[config.mk]
export PLATFORM = sky130hd
export DESIGN_NAME = sum_display
export DESIGN_NICKNAME = d
export VERILOG_FILES = /design/src/rtl/sum_display.sv
export SDC_FILE = /design/constraint.sdc
export NUM_CORES = 1
export LEC_CHECK = 0
export CORE_MARGIN = 2
export CORE_UTILIZATION = 50
export CTS_CLUSTER_DIAMETER = 80
export CTS_CLUSTER_SIZE = 28
export DETAILED_ROUTE_END_ITERATION = 12
export PLACE_DENSITY_LB_ADDON = 0.15
export SLEW_MARGIN = 30
export SYNTH_ARGS = -nofsm -noshare
export SYNTH_HDL_FRONTEND = slang
export SYNTH_SLANG_ARGS = --single-unit
[constraint.sdc]
create_clock -name clk -period 3.2 [get_ports clk]
set_input_delay 0.48 -clock clk [delete_from_list [all_inputs] [get_ports clk]]
set_output_delay 0.48 -clock clk [all_outputs]
set_load 0.01 [all_outputs]
[src/rtl/sum_display.sv]
// sum_display: accepts a 5-bit adder sum over a valid/ready handshake,
// converts it to two BCD digits with a sequential shift-add-3 engine and
// drives a time-multiplexed two-digit seven-segment display.
module sum_display #(
    parameter int SCAN_DIV      = 16,
    parameter bit BLANK_LEADING = 1'b1
) (
    input  logic       clk,
    input  logic       rst,
    input  logic       in_valid,
    input  logic [4:0] in_value,
    output logic       in_ready,
    output logic       conv_done,
    output logic [3:0] bcd_tens,
    output logic [3:0] bcd_ones,
    output logic [6:0] seg,
    output logic [1:0] dig
);

    localparam int CNT_W = (SCAN_DIV > 1) ? $clog2(SCAN_DIV) : 1;
    localparam logic [CNT_W-1:0] CNT_LAST = CNT_W'(SCAN_DIV - 1);
    localparam logic [2:0] LAST_ITER = 3'd4;

    typedef enum logic {
        IDLE,
        CONV
    } state_t;

    state_t           r_state;
    state_t           w_state_next;
    logic             w_accept;
    logic             w_last;

    logic [4:0]       r_shift;
    logic [7:0]       r_bcd;
    logic [2:0]       r_iter;
    logic [3:0]       r_tens;
    logic [3:0]       r_ones;
    logic             r_conv_done;

    logic [3:0]       w_adj_ones;
    logic [3:0]       w_adj_tens;
    logic [7:0]       w_bcd_next;
    logic [4:0]       w_shift_next;

    logic [CNT_W-1:0] r_scan_cnt;
    logic [1:0]       r_dig;
    logic [6:0]       r_seg;
    logic             w_cnt_wrap;
    logic [1:0]       w_dig_next;
    logic [3:0]       w_tens_next;
    logic [3:0]       w_ones_next;
    logic [3:0]       w_digit;
    logic [6:0]       w_seg_next;

    // Seven-segment pattern for one BCD digit; codes above 9 stay dark.
    function automatic logic [6:0] seg_decode(input logic [3:0] d);
        case (d)
            4'd0:    seg_decode = 7'h3F;
            4'd1:    seg_decode = 7'h06;
            4'd2:    seg_decode = 7'h5B;
            4'd3:    seg_decode = 7'h4F;
            4'd4:    seg_decode = 7'h66;
            4'd5:    seg_decode = 7'h6D;
            4'd6:    seg_decode = 7'h7D;
            4'd7:    seg_decode = 7'h07;
            4'd8:    seg_decode = 7'h7F;
            4'd9:    seg_decode = 7'h6F;
            default: seg_decode = 7'h00;
        endcase
    endfunction

    // State register for the IDLE/CONV controller.
    always_ff @(posedge clk) begin
        // NOTE: every clocked assignment is non-blocking so all registers
        // update from the same pre-edge values, regardless of block order.
        if (rst) r_state <= IDLE;
        else     r_state <= w_state_next;
    end

    // Next-state logic: accept a sum in IDLE, leave CONV after the 5th step.
    always_comb begin
        // NOTE: defaults first so no path through the case leaves a signal
        // unassigned, which would otherwise infer a latch.
        w_state_next = r_state;
        w_accept     = 1'b0;
        w_last       = 1'b0;
        unique case (r_state)
            IDLE: begin
                if (in_valid) begin
                    w_accept     = 1'b1;
                    w_state_next = CONV;
                end
            end
            CONV: begin
                if (r_iter == LAST_ITER) begin
                    w_last       = 1'b1;
                    w_state_next = IDLE;
                end
            end
            default: w_state_next = IDLE;
        endcase
    end

    // One double-dabble step: add 3 to nibbles >= 5, then shift {bcd,shift}.
    always_comb begin
        w_adj_ones   = (r_bcd[3:0] >= 4'd5) ? r_bcd[3:0] + 4'd3 : r_bcd[3:0];
        w_adj_tens   = (r_bcd[7:4] >= 4'd5) ? r_bcd[7:4] + 4'd3 : r_bcd[7:4];
        w_bcd_next   = {w_adj_tens[2:0], w_adj_ones, r_shift[4]};
        w_shift_next = {r_shift[3:0], 1'b0};
    end

    // Conversion datapath and result registers; results only move at completion.
    always_ff @(posedge clk) begin
        if (rst) begin
            r_shift     <= '0;
            r_bcd       <= '0;
            r_iter      <= '0;
            r_tens      <= '0;
            r_ones      <= '0;
            r_conv_done <= 1'b0;
        end else begin
            r_conv_done <= w_last;
            if (w_accept) begin
                r_shift <= in_value;
                r_bcd   <= '0;
                r_iter  <= '0;
            end else if (r_state == CONV) begin
                r_shift <= w_shift_next;
                r_bcd   <= w_bcd_next;
                r_iter  <= r_iter + 3'd1;
                if (w_last) begin
                    r_tens <= w_bcd_next[7:4];
                    r_ones <= w_bcd_next[3:0];
                end
            end
        end
    end

    // Next scan position and the digit it will show, so seg lines up with dig.
    always_comb begin
        w_cnt_wrap  = (r_scan_cnt == CNT_LAST);
        w_dig_next  = w_cnt_wrap ? {r_dig[0], r_dig[1]} : r_dig;
        w_tens_next = w_last ? w_bcd_next[7:4] : r_tens;
        w_ones_next = w_last ? w_bcd_next[3:0] : r_ones;
        w_digit     = w_dig_next[1] ? w_tens_next : w_ones_next;
        w_seg_next  = seg_decode(w_digit);
        if (w_dig_next[1] && BLANK_LEADING && (w_tens_next == 4'd0)) begin
            w_seg_next = 7'h00;
        end
    end

    // Free-running scan counter with registered digit enable and segments.
    always_ff @(posedge clk) begin
        if (rst) begin
            r_scan_cnt <= '0;
            r_dig      <= 2'b01;
            r_seg      <= 7'h3F;
        end else begin
            r_scan_cnt <= w_cnt_wrap ? '0 : r_scan_cnt + CNT_W'(1);
            r_dig      <= w_dig_next;
            r_seg      <= w_seg_next;
        end
    end

    assign in_ready  = (r_state == IDLE);
    assign conv_done = r_conv_done;
    assign bcd_tens  = r_tens;
    assign bcd_ones  = r_ones;
    assign seg       = r_seg;
    assign dig       = r_dig;

endmodule
-- Word level (Yosys, flattened, before mapping)
Memories as Yosys holds them, arrays and structs flattened.
Cells that the tools add are included.
- memory bits (writable): 0
- output and inout bits: 19
- word-level logic and storage cells: 45
- input bits: 8
- flip-flop bits (word level): 39
- ROM bits: 112
- memories: 1
- bits in latches: 0
- equality and inequality tests: 2
- add/sub/neg operators: 4
- multipliers: 0
- muxes and demuxes: 15
- divide/modulo/power cells: 0
- bitwise logic cells: 2
- magnitude comparators: 2
- reduce and logical (&&, ||, !) cells: 7
- shifts and indexed selects: 0
- memories (memory ; depth ; bits a word ; read ports ; clocked after Yosys merged registers in ; wr ports ; RTL line ; source):
    (no name shown) ; 16 ; 7 ; 1 ; 0 ; 0 ; 58 ; case (d)
- operators with widths (cell ; count):
    4-bit 2-to-1 mux ; 4
    5-bit 2-to-1 mux ; 2
    4-bit by 3-bit >= comparator with 1-bit output (second input constant) ; 2
    6-bit 2-to-1 mux ; 1
    2-bit OR reduction ; 3
    1-bit 2-to-1 mux ; 5
    4-bit by 1-bit adder with 4-bit output (second input constant) ; 1
    4-bit by 2-bit adder with 4-bit output (second input constant) ; 1
    4-bit equality test (second input constant) ; 1
    4-bit zero test ; 1
    3-bit by 1-bit adder with 3-bit output (second input constant) ; 1
    3-bit by 2-bit adder with 3-bit output (second input constant) ; 1
    3-bit equality test (second input constant) ; 1
    3-bit 2-to-1 mux ; 1
    2-bit 2-to-1 mux ; 1
    1-bit inverter ; 2
    1-bit case mux with 2 select lines ; 1
    2-bit AND reduction ; 1
    2-bit nonzero test ; 1
    1-bit logical AND ; 1

-- Depth between registers and ports, before layout
- depth after elaboration: 7
- gate-level depth with buffers: 13
- depth with buffers taken out: 13

-- Least setup slack after synthesis
No wires, ideal clock.
- kind: register to register
- from: reg r_scan_cnt[0]
- to: reg r_seg[6], in the netlist seg[6]
- arrival time: 2.324 ns
- cell stages (with the launch flop): 13
- library setup time: 0.131 ns
- data required time: 3.069 ns
- setup slack: 0.744 ns
- period minus slack after synthesis: 2.456 ns
- buffers on the path: 1
- cells stage by stage: dfxtp_1 -> ha_1 -> and4_4 -> a21o_4 -> buf_6 -> or3_1 -> a31o_1 -> clkinv_2 -> ha_1 -> inv_1 -> o311a_2 -> a211oi_2 -> nor4_2
- cells in the longest elaborated chain, start to end: 4
- elaborated cells on any way between the ends: 6
- those cells by class: eq/ne: 1; mux: 2; reduce/logical: 2; memory: 1
- ends and longest elaborated chain (what ; RTL line ; source):
    from (decl) ; 46 ; logic [CNT_W-1:0] r_scan_cnt;
    from (signal assigned) ; 160 ; r_scan_cnt <= w_cnt_wrap ? '0 : r_scan_cnt + CNT_W'(1);
    4-bit equality test (*) ; 142 ; w_cnt_wrap = (r_scan_cnt == CNT_LAST);
    2-bit 2-to-1 mux (*) ; 143 ; w_dig_next = w_cnt_wrap ? {r_dig[0], r_dig[1]} : r_dig;
    4-bit 2-to-1 mux / 1-bit logical AND (equally long branches) ; 146, 148 ;
    memory 16 x 7 bit / 2-bit OR reduction (equally long branches) ; - ;
    to (signal assigned) ; 162 ; r_seg <= w_seg_next;
    to (decl) ; 48 ; logic [6:0] r_seg;
Every way passes the cells marked *; elsewhere a longest branch is shown, timed or not.
A chain may end at the register's enable or synchronous reset.

-- Final worst setup path
- from: reg r_bcd[0]
- to: reg r_seg[5], in the netlist seg[5]
- cells in the longest elaborated chain, start to end: 6
- elaborated cells on any way between the ends: 10
- those cells by class: add/sub: 1; order compare: 1; mux: 5; reduce/logical: 2; memory: 1
- ends and longest elaborated chain (what ; RTL line ; source):
    from (decl) ; 35 ; logic [7:0] r_bcd;
    from (signal assigned) ; 130 ; r_bcd <= w_bcd_next;
    4-bit by 2-bit adder with 4-bit output / 4-bit by 3-bit >= comparator with 1-bit output (equally long branches) ; 107 ; w_adj_ones = (r_bcd[3:0] >= 4'd5) ? r_bcd[3:0] + 4'd3 : r_bcd[3:0];
    4-bit 2-to-1 mux (*) ; 107 ;
    4-bit 2-to-1 mux ; - ;
    4-bit 2-to-1 mux / 4-bit zero test (equally long branches) ; 146, 148 ;
    memory 16 x 7 bit / 1-bit logical AND (equally long branches) ; - ;
    6-bit 2-to-1 mux (*) ; 148 ; if (w_dig_next[1] && BLANK_LEADING && (w_tens_next == 4'd0)) begin
Marks and branches as above.

==> flow_summary.json <==
{
  "outcome": "finished clean",
  "grt_start_max_net_pins": 20,
  "report.final.slew_viol_count": 0,
  "worst_path_dominant_cell_family": "compound AO/OA/AOI/OAI gates",
  "whs_endpoint": "r_scan_cnt[0]",
  "synth.yosys.seq_area_share_pct": 36.3,
  "worst_hold_path_type": "reg -> reg",
  "drt_drc_violations_left": 0,
  "worst-setup-path-type": "reg -> reg",
  "tritoncts_clock_tree": "yes",
  "crit_path_max_fanout": 7,
  "port_buffers": 26,
  "hold_violations": 0,
  "rr_worst_depth": 11,
  "asyncSetResetFlopFracSynth_pct": 0,
  "num-fill-cells": 369,
  "share_of_yosys_cell_area_claimed_by_the_top_area_cell_type_pct": 36.3,
  "gr-total-overflow": 0,
  "timing.critical_path.to_type": "flop",
  "top_level_ports": 27,
  "worst_hold_startpoint": "r_scan_cnt[0]",
  "clk_root_buffer_cell": "sky130_fd_sc_hd__clkbuf_8",
  "crit-reg2reg-capture": "seg[5]",
  "cts_num_sinks": 39,
  "die_width_microns": 69.6,
  "timing.critical_path.required_ns": 3.41,
  "synthDominantAreaCellType": "sky130_fd_sc_hd__dfxtp_1",
  "startpoint_type": "flop",
  "fin_setup_tns_ns": 0,
  "antenna-diode-count": 0,
  "gp_routability_congestion": 0.939,
  "worst_vdd_rail_ir_drop_mv": 0.338,
  "grt_setup_unrepaired": "no",
  "slew-limit-headroom_pct": 54.8,
  "vias_per_cell": 5.58,
  "clk_transition_reported_paths_ns": 0.08,
  "postCtsHoldBufs": 0,
  "crit_cells": 11,
  "avgSynthCellArea_sq_um": 8.77,
  "synth_fp_nets": 264,
  "routed_wire_length_per_instance_microns": 13.8,
  "clock.fmax_ghz": 0.382,
  "ys_ff_latch": 39,
  "post_synth_num_cell_types": 58,
  "synthToLayoutAreaGrowth_pct": 16.7,
  "post_cts.resized_instances": 0,
  "fp.dieH_microns": 69.6,
  "place_ws_ns": 0.646,
  "placeableCoreArea_sq_um": 4060,
  "initialDrtViolationCount": 127,
  "crit_chain": "inv_1 -> ha_1 -> and2b_1 -> o21ai_0 -> or3_1 -> a31o_1 -> ha_1 -> inv_1 -> a2111oi_2 -> nor3_1 -> o31ai_1",
  "cts_max_level": 2,
  "r2r-start": "r_bcd[0]",
  "effective_utilization_at_floorplan_pct": 52.9,
  "syn_inst": 245,
  "worst_skew_pair.late_latency_ns": 0.29,
  "worst_pin_slew_ns": 0.679,
  "fin_ws_ns": 0.581,
  "max_cap_violations": 0,
  "detailed_place_hpwl_mm": 3.26,
  "power_density_nw_per_um2": 360,
  "final.min_clock_period_ns": 2.62,
  "synth_top_flop_cell": "sky130_fd_sc_hd__dfxtp_1",
  "dr.pass1.iters": 5,
  "vias_in_the_first_global_route": 1550,
  "dieArea_sq_um": 4840,
  "placement_rows": 23,
  "yosys-top-cells-area": "sky130_fd_sc_hd__dfxtp_1, sky130_fd_sc_hd__ha_1, sky130_fd_sc_hd__mux2i_1",
  "global_route.usage.total_pct": 18.7,
  "cpMaxStageDelayCell": "sky130_fd_sc_hd__dfxtp_1",
  "grt_first_pass_wirelength_mm": 7.32,
  "yosys_warnings": 0,
  "post_synth_instance_area_sq_um": 2150,
  "initial_antenna_violation_count": 0,
  "antenna_left": 0,
  "finalCritPeriodShare_pct": 81.8,
  "layout-drive-gt1-share_pct": 11.8,
  "post_route_wl_mm": 4.43,
  "crit_path_max_cell_delay_ns": 0.44,
  "worst-endpoint-arrival_ns": 2.82,
  "clock_skew_after_layout_ns": 0.00479,
  "leakage_uw": 0.000965,
  "hold-path-cell-count": 1,
  "vias": 1792,
  "cts_buffers": 5,
  "register_to_register_setup_slack_ns": 0.58,
  "postCtsSetupBuffers": 0,
  "synth_enable_flop_cells": 0,
  "critPathBufInv": 2,
  "setup_violations": 0,
  "design.final.nets": 289,
  "max-clock-path-buffers": 2
}
==> cells in the mapped netlist (all sizes together), types with 2 or more instances <==
master  count
a21o        4
clkbuf      8
nand3       6
o211ai      2
ha         11
dfxtp      39
buf         6
xnor2       2
and2        3
and4        2
clkinv      2
inv        14
a21oi      18
mux2i      12
nor2b       2
nor3b       3
or3         2
and3        6
nor2       27
o31ai       5
nor3        9
o21a        2
o21ai      11
nor4        2
a211oi     11
nand2      19
==> sequential cells by signal (all words and copies together), names as in the netlist, 2 cells and up <==
name        count
r_iter          3
bcd_ones        4
seg             7
r_scan_cnt      4
r_bcd           8
r_shift         5
dig             2
bcd_tens        4
==> area by class of cell <==
type	count	area (sq um)	share of cell area [%]
inverter	16	61.3	2.45
tap	50	62.6	2.50
timing repair buffer	32	305	12.2
multi-input combinational	176	1210	48.4
clock buffer	6	72.6	2.89
sequential	39	781	31.1
clock inverter	2	12.5	0.499
==> layer usage <==
metal | share of wire, % | vias to the layer above | track usage (%)
li1 | - | 926 | -
met1 | 50 | 816 | 25.7
met2 | 45 | 42 | 29.0
met3 | 3.9 | 8 | 4.94
met4 | 1.0 | 0 | 5.45
met5 | 0 | - | 0
==> metrics by stage <==
stage	cell area (sq um)	hold WS, ns	total power, uW	std cells	utilization, %
2_1_floorplan	2150	0.451	565	245	-
4_1_cts	2510	0.490	915	321	61.8
3_5_place_dp	2420	0.479	587	313	59.7
3_3_place_gp	2420	0.472	587	313	59.7
6_report	2510	0.487	904	321	61.8
5_1_grt	2510	0.507	944	321	61.8
==> report_power, final <==
| part | switching [uW] | internal (uW) |
|---|---|---|
| sequential | 11.1 | 495 |
| combinational | 35.9 | 33.5 |
| clock | 176 | 152 |
| total | 223 | 681 |
==> logic make-up (layout without fill, tap and decap cells) <==
family | count (synthesis) | after routing | synth area share [%]
compound gates | 66 | 66 | 22.8
simple gates | 84 | 84 | 20.4
xor+xnor | 3 | 3 | 1.22
buf+inv | 30 | 56 | 7.22
mux | 12 | 12 | 5.59
fa+ha+maj | 11 | 11 | 6.41
flops | 39 | 39 | 36.3
==> worst max path at each step <==
stage | from | to | slack, ns
after floorplan | r_scan_cnt[0] | seg[6] | 0.74
after global placement | r_scan_cnt[0] | seg[6] | 0.68
after detailed placement | r_bcd[0] | seg[0] | 0.65
after CTS | r_bcd[0] | seg[0] | 0.62
after global routing | r_bcd[0] | seg[5] | 0.28
final | r_bcd[0] | seg[5] | 0.58
==> placed cells by master (no fill, tap or decap), types with 2 or more instances in the layout <==
cell                               n
sky130_fd_sc_hd__nor2_1           27
sky130_fd_sc_hd__nand2_1          19
sky130_fd_sc_hd__ha_1             11
sky130_fd_sc_hd__buf_4             6
sky130_fd_sc_hd__a21oi_1          17
sky130_fd_sc_hd__a21o_1            3
sky130_fd_sc_hd__and4_4            2
sky130_fd_sc_hd__dfxtp_1          39
sky130_fd_sc_hd__a211oi_1          8
sky130_fd_sc_hd__nor3b_1           3
sky130_fd_sc_hd__and3_1            3
sky130_fd_sc_hd__o21a_1            2
sky130_fd_sc_hd__clkinv_2          2
sky130_fd_sc_hd__inv_1            14
sky130_fd_sc_hd__clkdlybuf4s50_1  26
sky130_fd_sc_hd__o211ai_1          2
sky130_fd_sc_hd__o21ai_0          10
sky130_fd_sc_hd__and3_2            3
sky130_fd_sc_hd__nor2b_1           2
sky130_fd_sc_hd__mux2i_1          12
sky130_fd_sc_hd__and2_1            2
sky130_fd_sc_hd__nand3_1           4
sky130_fd_sc_hd__nor3_1            9
sky130_fd_sc_hd__or3_1             2
sky130_fd_sc_hd__clkbuf_8          5
sky130_fd_sc_hd__xnor2_1           2
sky130_fd_sc_hd__a211oi_2          2
sky130_fd_sc_hd__o31ai_1           4
No activity file was read; power rests on OpenSTA's default activity.
